$ cat config.mk
export PLATFORM = sky130hd
export DESIGN_NAME = control_fetch
export DESIGN_NICKNAME = d
export VERILOG_FILES = /design/src/rtl/control_fetch_pkg.sv /design/src/rtl/control_fetch_sumador.sv /design/src/rtl/control_fetch.sv
export SDC_FILE = /design/constraint.sdc
export NUM_CORES = 1
export LEC_CHECK = 0
export BUFFER_PORTS_ARGS = -buffer_cell sky130_fd_sc_hd__buf_2
export CORE_UTILIZATION = 30
export DETAILED_ROUTE_END_ITERATION = 7
export SYNTH_ARGS = -nofsm -noshare
export SYNTH_HDL_FRONTEND = slang
export SYNTH_SLANG_ARGS = --single-unit
$ cat constraint.sdc
create_clock -name clk -period 2 [get_ports clk]
set_input_delay 0 -clock clk [delete_from_list [all_inputs] [get_ports clk]]
set_output_delay 0 -clock clk [all_outputs]
set_load 0.05 [all_outputs]
$ cat src/rtl/control_fetch_pkg.sv
// Shared fetch-stage definitions: FSM encoding and PC defaults used by the
// fetch controller, instruction memory and IF/ID register.
package control_fetch_pkg;

  typedef enum logic [1:0] {
    BOOT   = 2'd0,
    RUN    = 2'd1,
    BUBBLE = 2'd2,
    HALT   = 2'd3
  } fetch_state_t;

  localparam int FETCH_PC_W     = 7;
  localparam int FETCH_RESET_PC = 0;

endpackage

$ cat src/rtl/control_fetch_sumador.sv
// sumador: fixed 7-bit PC incrementer, wraps 127 -> 0.
module sumador (
  input  logic [6:0] a,
  output logic [6:0] s
);

  assign s = a + 7'd1;

endmodule

$ cat src/rtl/control_fetch.sv
// Fetch-stage PC sequencer: owns the PC, picks next PC from increment /
// redirect / hold, inserts post-redirect bubbles and drives IF/ID valid/flush.
module control_fetch
  import control_fetch_pkg::*;
#(
  parameter int PC_W     = FETCH_PC_W,
  parameter int RESET_PC = FETCH_RESET_PC,
  parameter int BUBBLES  = 1
) (
  input  logic            clk,
  input  logic            rst_n,
  input  logic            stall_i,
  input  logic            branch_taken_i,
  input  logic [PC_W-1:0] branch_target_i,
  input  logic            halt_i,
  output logic [PC_W-1:0] pc_o,
  output logic [PC_W-1:0] pc_inc_o,
  output logic            valid_o,
  output logic            flush_o,
  output logic            halted_o
);

  fetch_state_t    state, state_nxt;
  logic [PC_W-1:0] pc_nxt;
  logic [1:0]      cnt, cnt_nxt;

  generate
    if (PC_W == 7) begin : g_sumador
      sumador u_inc (.a(pc_o), .s(pc_inc_o));
    end else begin : g_inline_inc
      assign pc_inc_o = pc_o + PC_W'(1);
    end
  endgenerate

  always_ff @(posedge clk) begin
    if (!rst_n) begin
      state <= BOOT;
      pc_o  <= PC_W'(RESET_PC);
      cnt   <= 2'd0;
    end else begin
      state <= state_nxt;
      pc_o  <= pc_nxt;
      cnt   <= cnt_nxt;
    end
  end

  always_comb begin
    state_nxt = state;
    pc_nxt    = pc_o;
    cnt_nxt   = cnt;
    flush_o   = 1'b0;
    unique case (state)
      BOOT: state_nxt = RUN;
      RUN, BUBBLE: begin
        if (branch_taken_i) begin
          pc_nxt    = branch_target_i;
          flush_o   = 1'b1;
          state_nxt = BUBBLE;
          cnt_nxt   = 2'(BUBBLES - 1);
        end else if (halt_i && state == RUN) begin
          state_nxt = HALT;
        end else if (!stall_i) begin
          pc_nxt = pc_inc_o;
          // counter==0 marks the last bubble cycle; BUBBLES-1 start gives BUBBLES invalid cycles
          if (state == BUBBLE) begin
            if (cnt == 2'd0) state_nxt = RUN;
            else             cnt_nxt   = cnt - 2'd1;
          end
        end
      end
      HALT: ;
      default: state_nxt = BOOT;
    endcase
  end

  assign valid_o  = (state == RUN) & ~stall_i & ~branch_taken_i & ~halt_i;
  assign halted_o = (state == HALT);

endmodule

== After elaboration in Yosys (flattened, before gate mapping) ==
Cells that the tools add are included.
Storage, ports and cells
  register bits after elaboration: 11
  input port bits: 12
  output and inout port bits: 17
Operators by class
  add/sub/neg operators: 2
  equal/unequal tests: 9
  mux-type cells: 16
  bitwise operators: 6
  reductions and logical operators: 9
Operators by type and width (number)
  two-way mux 7 bit: 3
  two-way mux 2 bit: 10
  inequality test 4 bit (second input constant): 3
  adder 7 x 1 -> 7 bit (second input constant): 1
  AND reduction 5 bit: 1
  equality test 2 bit (second input constant): 2
  logical NOT 2 bit: 2
  inequality test 2 bit (second input constant): 2
  one-hot mux 2 bit (2 select lines): 1
  AND reduction 4 bit: 1
  nonzero test 2 bit: 2
  bitwise AND 1 bit: 3
  NOT 1 bit: 3
  AND reduction 3 bit: 1
  equality test 2 x 1 -> 1 bit (second input constant): 1
  two-way mux 1 bit: 2
  inequality test 2 x 1 -> 1 bit (second input constant): 1
  OR reduction 2 bit: 1
  subtractor 2 x 1 -> 2 bit (second input constant): 1
  logical AND 1 bit: 1

== Depth between registers and ports, before layout ==
  depth after elaboration: 7
  mapped depth: 7
  gate-level depth less buffers: 6

== Hierarchy ==
From an unflattened synthesis, not the netlist that was laid out.
Second synthesis, totals
  cells, all modules: 79
  area total of the unflattened synthesis: 784.5 um^2
Modules (own cells, without submodules)
  control_fetch: times used 1, cells each 67, area each 686.9 um^2
  sumador: times used 1, cells each 12, area each 97.6 um^2

== Worst setup path after synthesis ==
No wires, ideal clock.
  kind: register to output
  start: reg state[0]
  end: out valid_o
  arrival time: 2.204 ns
  data required time: 2.000 ns
  slack: -0.204 ns
  stages on the path, launching flop included: 3
  path buffers: 0
  cells stage by stage: dfxtp_1 ha_1 nor4b_1
On the way
  word-level cells in the longest chain between the ends: 4
RTL lines
  from (decl): RTL line control_fetch.sv:23  | fetch_state_t state, state_nxt;
  from (signal assigned): RTL line control_fetch.sv:41  | state <= state_nxt;
  equality test 2 x 1 -> 1 bit: RTL line control_fetch.sv:76  | assign valid_o = (state == RUN) & ~stall_i & ~branch_taken_i & ~halt_i;
  bitwise AND 1 bit (3 in series): RTL line control_fetch.sv:76
  to (decl): RTL line control_fetch.sv:18  | output logic valid_o,
Every way passes these cells.

== Final worst setup path ==
  start: reg pc_o[0]
  end: out pc_inc_o[6]
On the way
  word-level cells in the longest chain between the ends: 1
RTL lines
  from (decl): RTL line control_fetch.sv:16  | output logic [PC_W-1:0] pc_o,
  from (signal assigned): RTL line control_fetch.sv:38  | pc_o <= PC_W'(RESET_PC);
  from (signal assigned): RTL line control_fetch.sv:42  | pc_o <= pc_nxt;
  adder 7 x 1 -> 7 bit: RTL line control_fetch_sumador.sv:7  | assign s = a + 7'd1;
  to (decl): RTL line control_fetch.sv:17  | output logic [PC_W-1:0] pc_inc_o,
Every way passes these cells.

==> flow_metrics.tcl <==
set metrics [dict create \
    slew_viol_final 0 \
    drive_gt1_share_pct 27.0 \
    crit_required_ps 2000 \
    die-area_um2 2780 \
    rows 18 \
    status "finished, violations left" \
    die_y_um 52.7 \
    grt_max_degree 22 \
    rsz0062_at_grt "false" \
    cts_setup_buffers 0 \
    synth_cell_types 31 \
    synth-seq-cells 11 \
    cts_resized 0 \
    max_cap_violations 0 \
    avgSynthCellArea_um2 7.79 \
    netlist_instances 99 \
    leakagePower_nw 0.476 \
    timing_hold_violations_final 0 \
    hold_ws_ps 48.0 \
    first_global_vias 638 \
    slowest_delay_ps 440 \
    die_w_um 52.7 \
    antenna_found_initial 0 \
    mostFrequentLayoutCells "buf_2, nand2_1, dfxtp_1" \
    nFillCells 263 \
    dr.pass1.iters 6 \
    maxSlewHeadroom_pct 76.5 \
    syn2layout_area_growth_pct 24.4 \
    numCtsBuffers 3 \
    drc 1 \
    grt_pass1_wl_um 2820 \
    cts_root_buffer "clkbuf_4" \
    synth_nets 117 \
    num-nets-final 145 \
    place_congestion 0.723 \
    start_util_pct 31.4 \
    worstPathArrival_ps 1810 \
    crit_chain "ha_1 -> nand3_1 -> nor2_1 -> xnor2_1 -> inv_1 -> buf_2" \
    tightest_slew_ps 353 \
    setup_viol 0 \
    clock_path_buffers 2 \
    grtUsageTotal_pct 13.6 \
    tns_ps 0 \
    fmax_ghz 0.553 \
    drtIter0Drc 18 \
    coreArea_um2 2450 \
    worstSkewPairLatency_ps 270 \
    cts_tree "built" \
    finClkSkew_ps 0.295 \
    n_antenna_cell 0 \
    critPathSlowestCell "dfxtp_1" \
    postCtsHoldBufs 0 \
    crit_type "reg2out" \
    irDropWorstVdd_v 0.000666 \
    grt_overflow 0 \
    startpoint_type "flip-flop" \
    clock_sinks 11 \
    final_common_cell "buf_2" \
    clock_tree.htree_level_count 1 \
    fin_crit_sh_pct 90.5 \
    via_per_inst 4.92 \
    synth.cell_area_um2 771 \
    end_kind "primary output" \
    critPathMaxFanout 7 \
    yosysWarnings 0 \
    hp-class "in2reg" \
    clk_pin_slew_ps 70 \
    io_pins 29 \
    routed_wl_um 1730 \
    wire_per_inst_um 11.1 \
    ant_nets 0 \
    ys_seq_area_share_pct 28.6 \
    period_minus_slack_ps 1810 \
    power_density_nw_per_um2 1220 \
    port_buffers 28 \
    dr_total_vias 768 \
    violations "design-rule violations" \
]
==> per-layer routing <==
metal | GRT usage (%) | up-vias | wire length, um
li1 | - | 400 | -
met5 | 0 | - | 0
met4 | 3.95 | 0 | 21
met3 | 4.93 | 2 | 68
met2 | 19.8 | 12 | 815
met1 | 18.3 | 354 | 821
==> per-stage QoR <==
| stage | cell area [um^2] | power, mW | utilization (%) | worst slack (ps) | cells |
|---|---|---|---|---|---|
| finish | 958 | 1.17 | 39.0 | 191 | 156 |
| global route | 958 | 1.26 | 39.0 | 30.7 | 156 |
| CTS | 958 | 1.17 | 39.0 | 186 | 156 |
| detailed placement | 932 | 1.02 | 38.0 | 199 | 152 |
| global placement | 932 | 1.01 | 38.0 | 293 | 152 |
| floorplan | 785 | 0.901 | - | 146 | 99 |
==> worst paths after layout <==
| kind | from | to | slack [ps] | cells after the start |
|---|---|---|---|---|
| max reg2reg | state[0] | cnt[0] | 210 | 5 |
| min reg2reg | cnt[0] | cnt[0] | 500 | 2 |
| min | branch_target_i[6] | pc_o[6] | 50 | 3 |
| max | pc_o[0] | pc_inc_o[6] | 190 | 6 |
==> logic make-up (layout without fill, tap and decap cells) <==
group           count (synthesis)  after routing  synth area share [%]
flops                          11             11                  28.6
simple gates                   34             34                  21.9
buf+inv                        14             41                  8.28
xor+xnor                        5              5                  5.68
mux                             2              2                  2.60
fa+ha+maj                       6              6                  9.74
compound gates                 27             27                  23.2
==> power by group <==
group	total (mW)	internal [mW]	switching, mW
clock	0.152	0.0773	0.0747
sequential	0.335	0.265	0.0700
combinational	0.681	0.186	0.494
==> area by class of cell <==
class	instances	area, um^2	share of cell area, %
multi-input cells	74	500	52.2
well taps	30	37.5	3.92
flip-flops and latches	11	220	23.0
inverters	9	33.8	3.52
clock buffers	4	26.3	2.74
repair buffers	28	140	14.6
==> cell usage after synthesis, drive strengths merged <==
| cell | instances | area (um^2) |
|---|---|---|
| nand2 | 14 | 52.6 |
| dfxtp | 11 | 220 |
| inv | 9 | 33.8 |
| nand3 | 7 | 35.0 |
| o21ai | 7 | 35.0 |
| ha | 6 | 75.1 |
| nor2 | 5 | 18.8 |
| a21boi | 4 | 30.0 |
| a21oi | 4 | 20.0 |
| buf | 4 | 26.3 |
| xnor2 | 3 | 26.3 |
| a31oi | 2 | 12.5 |
| mux2i | 2 | 20.0 |
| nor4b | 2 | 17.5 |
| o21a | 2 | 15.0 |
| o221ai | 2 | 17.5 |
| o31ai | 2 | 15.0 |
| xor2 | 2 | 17.5 |
| a211o | 1 | 8.76 |
| a22o | 1 | 8.76 |
| and2 | 1 | 8.76 |
| and3 | 1 | 6.26 |
| clkbuf | 1 | 3.75 |
| nand2b | 1 | 6.26 |
| nand3b | 1 | 7.51 |
| nor2b | 1 | 6.26 |
| o211a | 1 | 10.0 |
| o22ai | 1 | 6.26 |
| or4b | 1 | 10.0 |
==> flip-flops by register name, indices dropped and copies added (netlist names) <==
name,flops
cnt,2
pc_o,7
state,2
==> critical path, delay by kind of cell, from the launching register on <==
kind | cells | cell delay (ps)
fa+ha+maj | 1 | 300
simple gates | 2 | 390
buf+inv | 2 | 250
xor+xnor | 1 | 150
flops | 1 | 440
Note: power is estimated with default switching activity, not from simulation.
